==> src/rtl/btn_pkg.sv <==
// btn_pkg: decoder state encoding and default timing shared by the button chain.
package btn_pkg;
   typedef enum logic [2:0] {
      IDLE     = 3'd0,
      PRESSED  = 3'd1,
      HELD     = 3'd2,
      WAIT2    = 3'd3,
      WAIT_REL = 3'd4
   } state_t;
   localparam int LONG_COUNT_DEF   = 150000000;
   localparam int REPEAT_COUNT_DEF = 25000000;
   localparam int DCLICK_COUNT_DEF = 15000000;
   function automatic int max3(input int a, input int b, input int c);
      return (a > b) ? ((a > c) ? a : c) : ((b > c) ? b : c);
   endfunction
endpackage

==> src/rtl/btn_sync.sv <==
// btn_sync: two-flop synchronizer with a configurable reset value.
module btn_sync #(
   parameter logic RST_VAL = 1'b0
) (
   input  logic clk,
   input  logic rst,
   input  logic d,
   output logic q
);
   logic s1_q, s2_q;
   always_ff @(posedge clk or posedge rst)
      if (rst) begin
         s1_q <= RST_VAL;
         s2_q <= RST_VAL;
      end else begin
         s1_q <= d;
         s2_q <= s1_q;
      end
   assign q = s2_q;
endmodule

==> src/rtl/btn_event_decoder.sv <==
// btn_event_decoder: turns a debounced active-low button into short/long/repeat pulses.
// Define DCLICK_EN to add double-click detection (WAIT2/WAIT_REL states, double_pulse).
module btn_event_decoder
   import btn_pkg::*;
#(
   parameter int LONG_COUNT   = LONG_COUNT_DEF,
   parameter int REPEAT_COUNT = REPEAT_COUNT_DEF,
   parameter int DCLICK_COUNT = DCLICK_COUNT_DEF
) (
   input  logic clk,
   input  logic rst,
   input  logic boton_in,
   output logic short_pulse,
   output logic long_pulse,
   output logic repeat_pulse,
   output logic held,
   output logic double_pulse
);
   localparam int CW = $clog2(max3(LONG_COUNT, REPEAT_COUNT, DCLICK_COUNT)) + 1;
   logic sync_out, pressed;
   state_t state_q, state_d;
   logic [CW-1:0] cnt_q, cnt_d;
   logic short_q, short_d, long_q, long_d, rep_q, rep_d, held_q;
`ifdef DCLICK_EN
   logic dbl_q, dbl_d;
`endif
   btn_sync #(.RST_VAL(1'b1)) u_sync (
      .clk(clk),
      .rst(rst),
      .d  (boton_in),
      .q  (sync_out)
   );
   assign pressed = ~sync_out;
   always_comb begin
      state_d = state_q;
      cnt_d   = cnt_q;
      short_d = 1'b0;
      long_d  = 1'b0;
      rep_d   = 1'b0;
`ifdef DCLICK_EN
      dbl_d   = 1'b0;
`endif
      case (state_q)
         IDLE:
            if (pressed) begin
               state_d = PRESSED;
               cnt_d   = '0;
            end
         PRESSED:
            if (!pressed) begin
`ifdef DCLICK_EN
               state_d = WAIT2;
`else
               state_d = IDLE;
               short_d = 1'b1;
`endif
               cnt_d   = '0;
            end else if (cnt_q == CW'(LONG_COUNT - 1)) begin
               state_d = HELD;
               long_d  = 1'b1;
               cnt_d   = '0;
            end else
               cnt_d = cnt_q + 1'b1;
         HELD:
            if (!pressed) begin
               state_d = IDLE;
               cnt_d   = '0;
            end else if (cnt_q == CW'(REPEAT_COUNT - 1)) begin
               rep_d = 1'b1;
               cnt_d = '0;
            end else
               cnt_d = cnt_q + 1'b1;
`ifdef DCLICK_EN
         // Window expiry wins over a press landing on the very last cycle.
         WAIT2:
            if (cnt_q == CW'(DCLICK_COUNT - 1)) begin
               state_d = IDLE;
               short_d = 1'b1;
               cnt_d   = '0;
            end else if (pressed) begin
               state_d = WAIT_REL;
               dbl_d   = 1'b1;
               cnt_d   = '0;
            end else
               cnt_d = cnt_q + 1'b1;
         WAIT_REL:
            if (!pressed) begin
               state_d = IDLE;
               cnt_d   = '0;
            end
`endif
         default: begin
            state_d = IDLE;
            cnt_d   = '0;
         end
      endcase
   end
   always_ff @(posedge clk or posedge rst)
      if (rst) begin
         state_q <= IDLE;
         cnt_q   <= '0;
         short_q <= 1'b0;
         long_q  <= 1'b0;
         rep_q   <= 1'b0;
         held_q  <= 1'b0;
      end else begin
         state_q <= state_d;
         cnt_q   <= cnt_d;
         short_q <= short_d;
         long_q  <= long_d;
         rep_q   <= rep_d;
         held_q  <= (state_d == HELD);
      end
`ifdef DCLICK_EN
   always_ff @(posedge clk or posedge rst)
      if (rst) dbl_q <= 1'b0;
      else     dbl_q <= dbl_d;
   assign double_pulse = dbl_q;
`else
   assign double_pulse = 1'b0;
`endif
   assign short_pulse  = short_q;
   assign long_pulse   = long_q;
   assign repeat_pulse = rep_q;
   assign held         = held_q;
endmodule

==> config.mk <==
export PLATFORM = sky130hd
export DESIGN_NAME = btn_event_decoder
export DESIGN_NICKNAME = d
export VERILOG_FILES = /design/src/rtl/btn_pkg.sv /design/src/rtl/btn_sync.sv /design/src/rtl/btn_event_decoder.sv
export SDC_FILE = /design/constraint.sdc
export NUM_CORES = 1
export LEC_CHECK = 0
export CORE_AREA = 2 2 77 79
export CTS_BUF_LIST = sky130_fd_sc_hd__clkbuf_8
export CTS_CLUSTER_DIAMETER = 50
export DETAILED_ROUTE_END_ITERATION = 12
export DIE_AREA = 0 0 79 81
export SLEW_MARGIN = 20
export SYNTH_ARGS = -nofsm -noshare
export SYNTH_HDL_FRONTEND = slang
export SYNTH_SLANG_ARGS = --single-unit
==> constraint.sdc <==
create_clock -name clk -period 5.08 [get_ports clk]
set_clock_uncertainty 0.2 [all_clocks]
set_input_delay 0.508 -clock clk [delete_from_list [all_inputs] [get_ports clk]]
set_output_delay 0.508 -clock clk [all_outputs]
set_load 0.005 [all_outputs]
==> run_results.csv, run 1 <==
group,metric,value,unit
drt,ant_nets,0,
grt,antenna_found_initial,0,
grt,overflow,0,
pwr,vdd_ir_drop_max,87.2,µV
logic_synthesis,synthSimpleGateAreaFrac,34.0,%
final_layout,nFillCells,573,
grt,grt_max_degree,22,
pwr,p_leak,0.898,nW
status,status,"finished, final reports clean",
floorplanning,ios,8,
logic_synthesis,synthXorXnorAreaFrac,5.60,%
final_layout,design_area,2370,µm²
place,gp_congestion,0.933,
cts,cts_sinks,38,
floorplanning,die_h,81,µm
timing,max_freq,0.345,GHz
timing,fin_tns_setup,0,ns
final_layout,areaGrowthSynthToFinish,8.12,%
logic_synthesis,synth_mux_area_share,0.915,%
logic_synthesis,synth-seq-cells,38,
final_layout,regArea,953,µm²
logic_synthesis,netlist_area,2190,µm²
cts,cts_tree,"yes",
timing,fin_crit_sh,57.1,%
cts,cts_buffer_depth,2,
cts,cts_hold_buf,0,
cts,cts_setup_buffers,0,
place,place_ws,2.13,ns
logic_synthesis,yosys.area_share.adder,0.572,%
critical_path,crit_arrival,2.84,ns
timing,worst_pin_slew,0.863,ns
cts,cts_resized,0,
logic_synthesis,synth_top_family_by_area,"simple AND/OR/NAND/NOR gates",
cts,worstSkewPairLatency,0.29,ns
timing,setup_violations,0,
drt,drc,0,
cts,h-tree-depth,2,
drt,vias_per_cell,5.51,
logic_synthesis,ys_async_sr_fraction,100,%
logic_synthesis,netlist_instances,237,
cts,clkTransAtPathRegs,0.08,ns
grt,grt_pass1_wl,8110,µm
floorplanning,die_w,79,µm
drt,wl_per_cell,14.9,µm
critical_path,crit_path_max_fanout,14,
timing,fin_crit,2.90,ns
final_layout,multi_input_area,1150,µm²
drt,drt-pass1-iter-count,4,
critical_path,path_class,"reg -> reg",
flow_run,maxCapViolations,0,
timing,grt_setup_unrepaired,"no",
critical_path,worst_setup_path_start_kind,"flop",
final_layout,fin_nets,242,
floorplanning,die_area,6400,µm²
cts,numCtsBuffers,5,
drt,drtIter0Drc,164,
timing,slew_headroom,42.3,%
timing,slew_viol_final,0,
floorplanning,rows,28,
floorplanning,start_util,38.6,%
logic_synthesis,avgSynthCellArea,9.23,µm²
logic_synthesis,synth_compound_area_share,10.7,%
cts,cts_root_buffer,"clkbuf_8",
place,dp_hpwl,3300,µm
logic_synthesis,ys_seq_area_share,43.6,%
critical_path,cp-end-kind,"flop",
grt,grt_pass1_vias,1704,
final_layout,drive_gt1_share,13.4,%
place,portBuffers,6,
timing,finalHoldViolCount,0,
pwr,power.total,0.532,mW
logic_synthesis,yosysWarningCount,0,
drt,routed_wl,4690,µm
logic_synthesis,synth_flop_cell,"dfrtp_1",
drt,vias,1730,
logic_synthesis,synth-edff-count,0,
worst_hold_path,hp-class,"reg -> reg",
floorplanning,core_area,5680,µm²
pwr,powerDensity,225,nW/µm²
logic_synthesis,yosysUniqueCellTypes,55,
grt,grt_util_all_layers,16.2,%
timing,setup_ws,2.18,ns
place,placed_area,2280,µm²
critical_path,critPathRequiredTime,5.02,ns
final_layout,diodes,0,
-- metrics by stage --
step	instances	util [%]	hold WS, ns
global placement	306	40.2	0.146
global route	314	41.7	0.162
finish	314	41.7	0.157
CTS	314	41.7	0.159
detailed placement	306	40.2	0.147
floorplan	238	-	0.145
-- kinds of logic after synthesis --
logic type / count (synthesis)
flops: 38
buf+inv: 19
mux: 2
simple gates: 128
xor+xnor: 14
other cells: 1
fa+ha+maj: 1
compound gates: 34
-- placed cells by master, fill, tap and decap left out, types with 6 or more instances in the layout --
cell type / Yosys / final
a21oi_1: 9 / 9
clkdlybuf4s50_1: 0 / 6
dfrtp_1: 36 / 36
nand2_1: 20 / 20
nand3_1: 21 / 21
nand4_1: 12 / 12
nor2_1: 18 / 18
nor2_2: 10 / 10
nor3_1: 11 / 11
o21ai_0: 6 / 6
xor2_1: 10 / 10
-- final timing paths --
path | slack (ns) | depth (start not counted) | startpoint | end
max reg2reg | 2.18 | 6 | cnt_q[21]$_DFFE_PP0P_ | cnt_q[16]$_DFFE_PP0P_
max in group asynchronous | 3.47 | 3 | rst | u_sync.s1_q$_DFF_PP1_
max | 2.18 | 6 | cnt_q[21]$_DFFE_PP0P_ | cnt_q[16]$_DFFE_PP0P_
min reg2reg | 0.16 | 0 | u_sync.s1_q$_DFF_PP1_ | u_sync.q$_DFF_PP1_
min in group asynchronous | 0.43 | 2 | rst | cnt_q[9]$_DFFE_PP0P_
min | 0.16 | 0 | u_sync.s1_q$_DFF_PP1_ | u_sync.q$_DFF_PP1_
-- area by class of cell --
cell class	count	share of cell area [%]
inverters	4	0.635
multi-input cells	181	48.4
clock inverters	3	0.582
repair buffers	8	3.17
well taps	75	3.97
clock buffers	5	2.91
flip-flops and latches	38	40.3
-- power breakdown --
part | total (mW) | internal [mW] | switching (mW)
registers | 0.310 | 0.305 | 0.00445
logic | 0.0249 | 0.00801 | 0.0169
clock network | 0.197 | 0.0931 | 0.104
-- registers in the layout, indices dropped and copies added (netlist names) --
name / flops
u_sync.q: 1
short_pulse: 1
held: 1
long_pulse: 1
state_q: 3
cnt_q: 29
u_sync.s1_q: 1
repeat_pulse: 1
-- metal layers --
| layer | track usage [%] | routed length, µm | vias to the layer above |
|---|---|---|---|
| met5 | 0 | 0 | - |
| met4 | 7.93 | 80 | 0 |
| met3 | 3.11 | 185 | 5 |
| met2 | 25.7 | 2160 | 41 |
| met1 | 21.4 | 2260 | 826 |
| li1 | - | - | 858 |
-- critical path, cell delays in order (launching register included) --
cell	delay, ns
dfrtp_1	0.50
nand3_2	0.15
or4b_4	0.55
nor4_4	0.31
and3b_1	0.23
o211ai_2	0.70
nor2_1	0.11
-- synthesized netlist by cell type, types with 3 or more instances --
master / count / share of area, %
a211oi_1: 3 / 1.0
a21oi_1: 9 / 2.1
a31oi_1: 3 / 0.86
and3_1: 3 / 0.86
buf_2: 4 / 0.91
clkbuf_1: 7 / 1.2
dfrtp_1: 36 / 41
inv_1: 4 / 0.69
nand2_1: 20 / 3.4
nand2b_1: 3 / 0.86
nand3_1: 21 / 4.8
nand4_1: 12 / 3.4
nor2_1: 18 / 3.1
nor2_2: 10 / 2.9
nor3_1: 11 / 2.5
nor4_1: 4 / 1.1
nor4bb_1: 3 / 1.4
o21ai_0: 6 / 1.4
or3_1: 3 / 0.86
xnor2_1: 4 / 1.6
xor2_1: 10 / 4.0
(Power assumes the default switching activity.)
==> run 2: changes to the inputs <==
- clock period: 5.08 -> 2.64 ns (I/O delays scaled with it)
==> run 2 against run 1 <==
Effect of this change: via count is 4.0% higher; combinational power is 150% higher; register-to-register slack worse by 2.0 ns; critical endpoint is now cnt_q[13]$_DFFE_PP0P_; critical path depth is 1 higher; setup slack worse by 2.0 ns; sequential power is 91% higher.
==> run_results.csv, run 2 (synthesized netlist as in run 1, its figures left out) <==
group,metric,value,unit
place,portBuffers,6,
timing,setup_ws,0.201,ns
grt,antenna_found_initial,0,
pwr,p_int,0.990,mW
drt,vias_per_cell,5.45,
grt,grt_pass1_vias,1735,
pwr,combPwrFrac,4.9,%
drt,drtIter0Drc,140,
pwr,p_clk_share,47.9,%
drt,wl_per_cell,14.8,µm
floorplanning,die_area,6400,µm²
critical_path,path_class,"reg -> reg",
floorplanning,core_area,5680,µm²
grt,overflow,0,
final_layout,mostFrequentLayoutCells,"dfrtp_1 (36), nand3_1 (21), nand2_1 (19), nor2_1 (18), buf_4 (17)",
pwr,vdd_ir_drop_max,217,µV
cts,cts_buffer_depth,2,
drt,drt-pass1-iter-count,4,
final_layout,design_area,2570,µm²
timing,grt_setup_unrepaired,"no",
flow_run,maxCapViolations,0,
place,placed_area,2420,µm²
drt,routed_wl,4900,µm
drt,drc,0,
drt,ant_nets,0,
timing,worst_pin_slew,0.532,ns
worst_hold_path,min_from,"u_sync.s1_q$_DFF_PP1_",
final_layout,fin_nets,258,
worst_hold_path,whs_endpoint,"u_sync.q$_DFF_PP1_",
final_layout,final_common_cell,"dfrtp_1",
timing,slew_viol_final,0,
cts,cts_hold_buf,0,
cts,h-tree-depth,2,
critical_path,crit_arrival,2.42,ns
cts,worstSkewPairLatency,0.30,ns
cts,numCtsBuffers,5,
drt,vias,1799,
timing,setup_violations,0,
pwr,seqPwrFrac,47.2,%
critical_path,r2r_end,"cnt_q[13]$_DFFE_PP0P_",
worst_hold_path,hp-class,"reg -> reg",
critical_path,worst_setup_path_start_kind,"flop",
final_layout,drive_gt1_share,20.0,%
timing,finalHoldViolCount,0,
timing,max_freq,0.410,GHz
critical_path,timing.rr.start,"cnt_q[25]$_DFFE_PP0P_",
floorplanning,start_util,38.6,%
place,gp_congestion,0.921,
timing,fin_tns_setup,0,ns
floorplanning,die_h,81,µm
place,dp_hpwl,3540,µm
pwr,p_leak,1.01,nW
place,place_ws,0.112,ns
cts,cts_root_buffer,"clkbuf_8",
floorplanning,ios,8,
critical_path,reg2reg_depth,7,
grt,grt_max_degree,39,
final_layout,reg_top3,"cnt_q x29, state_q x3",
final_layout,largest_reg_flops,29,
pwr,sw_frac_of_total,21.1,%
critical_path,r2r_slack,0.20,ns
pwr,powerDensity,488,nW/µm²
worst_hold_path,hold_depth,0,
pwr,power_switching,0.265,mW
grt,grt_pass1_wl,8600,µm
floorplanning,die_w,79,µm
cts,clkTransAtPathRegs,0.08,ns
critical_path,critPathRequiredTime,2.62,ns
final_layout,regMostFlops,"cnt_q",
cts,cts_sinks,38,
cts,cts_tree,"yes",
timing,fin_crit_sh,92.4,%
timing,fin_crit,2.44,ns
critical_path,crit_path_max_fanout,14,
grt,grt_util_all_layers,17.2,%
critical_path,cp-end-kind,"flop",
status,status,"finished, final reports clean",
final_layout,diodes,0,
timing,slew_headroom,64.3,%
floorplanning,rows,28,
final_layout,areaGrowthSynthToFinish,17.6,%
-- run 2: changes by cell type in the layout (fill, tap and decap cells not counted), sizes merged --
cell    before  now
buf          2   18
clkinv       2    1
bufinv       0    2
inv          5    4
-- run 2: worst max path at each step --
stage	endpoint	start	slack, ns	cells after the start
after floorplan	cnt_q[26]$_DFFE_PP0P_	cnt_q[0]$_DFFE_PP0P_	0.33	9
after global placement	cnt_q[22]$_DFFE_PP0P_	cnt_q[25]$_DFFE_PP0P_	0.11	7
after detailed placement	cnt_q[22]$_DFFE_PP0P_	cnt_q[25]$_DFFE_PP0P_	0.11	7
after CTS	cnt_q[22]$_DFFE_PP0P_	cnt_q[25]$_DFFE_PP0P_	0.08	7
final	cnt_q[13]$_DFFE_PP0P_	cnt_q[25]$_DFFE_PP0P_	0.20	7
after global routing	cnt_q[10]$_DFFE_PP0P_	cnt_q[1]$_DFFE_PP0P_	0.02	8
-- run 2: power by group through the flow --
stage	combinational, mW	clock, mW	sequential [mW]
after global routing	0.0697	0.639	0.592
after detailed placement	0.0629	0	0.603
after CTS	0.0633	0.615	0.592
final	0.0619	0.601	0.592
after floorplan	0.0432	0	0.601
after global placement	0.0630	0	0.603
-- run 2: critical path, stage by stage (launching register included) --
cell	delay, ns
dfrtp_1	0.45
nor4_2	0.36
nand2_1	0.22
nor4_4	0.40
and3b_1	0.23
o211ai_2	0.23
buf_12	0.18
nor2_2	0.05
-- run 2: stage by stage --
step	utilization, %	hold slack (ns)	std cells	total power, mW
floorplan	-	0.0685	238	0.644
global placement	42.6	0.146	322	0.666
detailed placement	42.6	0.149	322	0.666
CTS	45.0	0.161	330	1.27
global route	45.3	0.165	330	1.30
finish	45.3	0.160	330	1.25
-- run 2: final cells by class --
type | count | area (µm²)
flip-flops and latches | 38 | 953
clock buffers | 5 | 68.8
multi-input cells | 181 | 1170
inverters | 4 | 15.0
repair buffers | 24 | 208
clock inverters | 3 | 68.8
well taps | 75 | 93.8
fillers | 564 | 3100
-- run 2: what timing repair did --
action / CTS / global route
setup endpoints to repair: 0 / 10
gates resized for setup: 0 / 3
setup buffers: 0 / 0
-- run 2: layer usage --
metal | track usage (%) | up-vias | wire (µm)
met3 | 3.00 | 8 | 154
met1 | 24.4 | 857 | 2450
met4 | 5.86 | 0 | 80
met5 | 0 | - | 0
met2 | 26.5 | 41 | 2210
li1 | - | 893 | -
==> run 3: changes to the inputs <==
- MAX_ROUTING_LAYER: not set -> met4
- SKIP_LAST_GASP: not set -> 1
==> run 3 against run 2 <==
Effect of this change: power shrank 15%; register-to-register slack got worse by 0.02 ns; count of clock-buffer cells in the layout grew 1; design area down 2.1%; clock power shrank 32%; combinational power is 2% higher; maximum frequency fell by 0.65%; die area is the same; utilization decreased by 0.95 points; highest routed layer unchanged.
==> run_results.csv, run 3 (synthesized netlist as in run 1, its figures left out) <==
group,metric,value,unit
critical_path,crit_arrival,2.44,ns
drt,ant_nets,0,
timing,fin_crit,2.46,ns
critical_path,critPathCapture,"cnt_q[15]$_DFFE_PP0P_",
critical_path,r2r_end,"cnt_q[15]$_DFFE_PP0P_",
drt,drtIter0Drc,134,
critical_path,path_class,"reg -> reg",
final_layout,largest_reg_flops,29,
place,placed_cells,323,
critical_path,slowest_delay,0.42,ns
worst_hold_path,hold_depth,0,
critical_path,crit_path_max_fanout,14,
worst_hold_path,hp-class,"reg -> reg",
flow_run,maxCapViolations,0,
critical_path,timing.rr.start,"cnt_q[1]$_DFFE_PP0P_",
floorplanning,rows,28,
pwr,p_leak,0.996,nW
critical_path,crit_cells,8,
cts,h-tree-depth,2,
final_layout,fin_nets,259,
critical_path,crit_family,"simple AND/OR/NAND/NOR gates",
status,status,"finished, final reports clean",
place,gp_congestion,0.907,
critical_path,cp-end-kind,"flop",
critical_path,critPathRequiredTime,2.63,ns
final_layout,regArea,953,µm²
critical_path,worst_setup_path_start_kind,"flop",
critical_path,critPathSlowestCell,"dfrtp_1",
final_layout,nFillCells,564,
final_layout,diodes,0,
grt,grt_max_degree,39,
grt,grt_util_all_layers,17.6,%
final_layout,multi_input_area,1150,µm²
timing,grt_setup_unrepaired,"no",
final_layout,regMostFlops,"cnt_q",
final_layout,drive_gt1_share,19.1,%
grt,overflow,0,
final_layout,final_common_cell,"dfrtp_1",
floorplanning,ios,8,
grt,grt_pass1_wl,8510,µm
timing,finalHoldViolCount,0,
place,portBuffers,6,
floorplanning,die_area,6400,µm²
drt,vias,1815,
drt,routed_wl,4930,µm
floorplanning,core_area,5680,µm²
timing,max_freq,0.407,GHz
final_layout,fin_util,44.4,%
timing,whs,0.159,ns
floorplanning,die_w,79,µm
final_layout,design_area,2520,µm²
cts,cts_buffer_depth,2,
drt,wl_per_cell,14.9,µm
drt,drt-pass1-iter-count,4,
place,placed_area,2420,µm²
grt,antenna_found_initial,0,
final_layout,areaGrowthSynthToFinish,15.2,%
place,dp_hpwl,3500,µm
cts,cts_hold_buf,0,
critical_path,reg2reg_depth,8,
critical_path,r2r_slack,0.18,ns
drt,vias_per_cell,5.48,
cts,numCtsBuffers,5,
timing,fin_crit_sh,93.0,%
final_layout,mostFrequentLayoutCells,"dfrtp_1 (36), nand3_1 (21), nand2_1 (20), nor2_1 (18), buf_4 (18)",
timing,setup_violations,0,
floorplanning,die_h,81,µm
critical_path,crit_path_start,"cnt_q[1]$_DFFE_PP0P_",
pwr,powerDensity,421,nW/µm²
grt,grt_pass1_vias,1681,
cts,cts_tree,"yes",
critical_path,cp_cell_sequence,"ha_1 > and2_1 > nand2_1 > nor4_4 > and3b_1 > o211ai_2 > buf_12 > nor2_1",
drt,drc,0,
pwr,vdd_ir_drop_max,156,µV
final_layout,finalNonFillerCells,331,
cts,cts_sinks,38,
critical_path,path_buf_inv,1,
final_layout,reg_top3,"cnt_q x29, state_q x3",
floorplanning,start_util,38.6,%
timing,fin_tns_setup,0,ns
timing,slew_viol_final,0,
cts,cts_root_buffer,"clkbuf_8",
cts,clkTransAtPathRegs,0.07,ns
cts,worstSkewPairLatency,0.29,ns
-- run 3: how the worst min path moves through the flow --
stage                     startpoint                     to  slack [ns]
2_1_floorplan               boton_in  u_sync.s1_q$_DFF_PP1_        0.07
3_5_place_dp   u_sync.s1_q$_DFF_PP1_     u_sync.q$_DFF_PP1_        0.15
5_1_grt        u_sync.s1_q$_DFF_PP1_     u_sync.q$_DFF_PP1_        0.16
4_1_cts        u_sync.s1_q$_DFF_PP1_     u_sync.q$_DFF_PP1_        0.16
3_3_place_gp   u_sync.s1_q$_DFF_PP1_     u_sync.q$_DFF_PP1_        0.15
6_report       u_sync.s1_q$_DFF_PP1_     u_sync.q$_DFF_PP1_        0.16
-- run 3: metrics by stage --
stage | setup slack, ns | power [mW]
final | 0.185 | 1.06
after global routing | 0.0396 | 1.12
after CTS | 0.106 | 1.08
after detailed placement | 0.137 | 0.667
after global placement | 0.227 | 0.666
after floorplan | 0.334 | 0.644
-- run 3: repair_timing --
item / in CTS / in global routing
resized for setup: 0 / 1
setup buffers: 0 / 0
setup endpoints to repair: 0 / 5
-- run 3: cell type report --
| type | count | share of cell area [%] |
|---|---|---|
| Multi-Input combinational cell | 181 | 45.7 |
| Sequential cell | 38 | 37.8 |
| Timing Repair Buffer | 25 | 8.54 |
| Tap cell | 75 | 3.72 |
| Clock buffer | 6 | 3.28 |
| Inverter | 4 | 0.596 |
| Clock inverter | 2 | 0.298 |
-- run 3: power by group --
group,internal (mW),total (mW),switching (mW)
Combinational,0.0241,0.0630,0.0389
Clock,0.205,0.407,0.201
Sequential,0.587,0.592,0.00442
-- run 3: per-layer routing --
layer  GRT usage, %  part of all wire, %  vias to the layer above
met4           5.17                  1.6                        0
met1           25.6                   49                      889
met3           3.00                  3.0                        6
li1               -                    -                      889
met2           25.3                   46                       31
met5              -                    0                        -
==> edit, RTL diff (settings of run 3) <==
The option `DCLICK_EN` is turned on by a define.
--- a/src/rtl/btn_event_decoder.sv
+++ b/src/rtl/btn_event_decoder.sv
@@ -1,5 +1,7 @@
 // btn_event_decoder: turns a debounced active-low button into short/long/repeat pulses.
 // Define DCLICK_EN to add double-click detection (WAIT2/WAIT_REL states, double_pulse).
+`define DCLICK_EN
+
 module btn_event_decoder
    import btn_pkg::*;
 #(
Function: changed (Yosys sat finds a counterexample within 10 cycles, from zero or initial values and one cycle with rst high).
==> edit against run 3 <==
- die area stayed put
- worst setup slack worse by 0.17 ns
- sequential share of layout area is 2.9 points lower
- non-clock buffer count is 25 higher
- synthesized cell count is 0.84% lower
- sequential cell count is 1 higher
- wire length is 13% higher
- cell area is 11% higher
- synthesized area is 2.7% higher
Power is not compared: it rests on default switching activity, and its combinational part moved more than twofold at a synthesized area within 25%.
==> edit: results (changes against run 3) <==
Clock tree
  • H-tree depth: 2 (unchanged)
  • Worst-path clk slew: 0.08 ns
  • CTS Buf Count: 5 (unchanged)
  • CTS root buffer: clkbuf_8
  • Maximum clock insertion buffer count: 2 (unchanged)
  • Clock Latency Late Sink: 0.29 ns (about the same)

Critical path
  • Worst EP arrival: 2.58 ns (+0.14 ns)
  • Critical path peak fanout: 8 (-6)
  • Slowest CP cell: or4b_1
  • Slowest stage delay, CP: 0.55 ns (+0.13 ns)
  • Crit-path leading delay family: simple AND/OR/NAND/NOR gates

Global route
  • Number of global-route vias before repair: 1,942 (+16%)
  • First-pass GRT wire length: 9420 um (+11%)
  • Grt met3 use: 0.0311 (+0.00111)
  • Gr usage total: 0.194 (+0.0179)
  • Grt met1 use: 0.248 (-0.00751)
  • Largest net degree at the start of global routing: 40 (+2.6%)
  • GRT met2 Usage: 0.320 (+0.0678)
  • Antenna violations before repair: 0 (unchanged)

Placed design
  • Placed Area: 0.00262 sq mm (+8.1%)
  • HPWL Detailed: 4010 um (+15%)
  • Port bufs: 7 (+1)
  • GP Congestion: 0.852 (-6.1%)

Logic synthesis
  • Register area share after synthesis: 0.435 (-0.000508)
  • Synth cell count leaders: dfrtp_1, nand3_1, nand2_1
  • Post-synthesis cell type count: 52 (-5.5%)
  • Syn. warnings: 0 (unchanged)
  • Ys async rst share: 1.00 (unchanged)
  • Syn_nets: between 200 and 250
  • Dominant cells by area after synthesis: dfrtp_1, nand3_1, o31ai_1

Power and ir drop
  • Pleak: ~0.0012 uW
  • Maximum vdd ir drop: approximately 0.29 mV

Cells and area
  • Top Registers: cnt_q (29), state_q (3)
  • Filler Cell Count: 552 (-2.1%)
  • # diodes: 0 (unchanged)
  • Share of layout cells above drive strength 1: 0.248 (+0.0568)
  • NumNets Final: 281 (+8.5%)

Min path
  • Worst Hold Class: flip-flop to flip-flop

Timing
  • Max_slew headroom: 0.668

Detailed routing
  • Routed length per placed instance: 15.8 um (+6.1%)
  • DR pass1 iterations: 4 (unchanged)
  • Initial DRC count: 105 (-22%)
  • Via count: 2,001 (+10%)
  • Met3 WL: 196 um (+31%)
  • Met2 WL post-DR: 2720 um (+19%)
  • Wl on met1: 2590 um (+6.7%)
  • Top Metal Used: met4

Outcome
  • Status: completed
edit: changes by cell type after synthesis, moves of 6 or more:
cell and delta:
o21ai_0 +7, nor3_1 -6, nor2_2 -10, xor2_1 -6
o31ai_1 +13
edit: stage by stage:
stage	instances	worst slack, ns
after floorplan	235	-0.0124
after global placement	340	-0.00589
after CTS	351	0.00294
after global routing	353	-0.101
after detailed placement	340	-0.0985
final	353	0.0171
edit: cell type report:
cell class	instances	area, sq um	area share
inverter	6	22.5	0.00804
multi-input combinational	175	1200	0.427
clock buffer	7	96.3	0.0344
clock inverter	1	3.75	0.00134
tap	75	93.8	0.0335
timing repair buffer	50	409	0.146
sequential	39	978	0.349
edit: logic make-up (layout without fill, tap and decap cells):
family | count (synthesis) | after routing | synth area share
simple gates | 109 | 109 | 0.293
compound gates | 59 | 59 | 0.195
flops | 39 | 39 | 0.435
buf+inv | 21 | 64 | 0.0479
xor+xnor | 5 | 5 | 0.0195
fa+ha+maj | 1 | 1 | 0.00556
mux | 1 | 1 | 0.00445
edit: power by group:
part	internal [uW]	switching (uW)	leakage [uW]
combinational	356	446	0.000600
sequential	640	55.9	0.000531
clock	235	210	0.0000557
edit: final timing paths:
kind / start / to / slack (ns) / cells after the start
max reg2reg: cnt_q[24] / cnt_q[18] / 0.02 / 7
max in group asynchronous: rst / u_sync.s1_q / 1.69 / 3
max: cnt_q[24] / cnt_q[18] / 0.02 / 7
min in group asynchronous: rst / cnt_q[4] / 0.19 / 3
min: u_sync.s1_q / u_sync.q / 0.16 / 0
min reg2reg: u_sync.s1_q / u_sync.q / 0.16 / 0
edit: repair_timing:
action                     CTS  global route
resized for setup            1             4
cloned                       0             0
pin swaps                    1             1
setup endpoints to repair    6            17
setup buffers                3             2
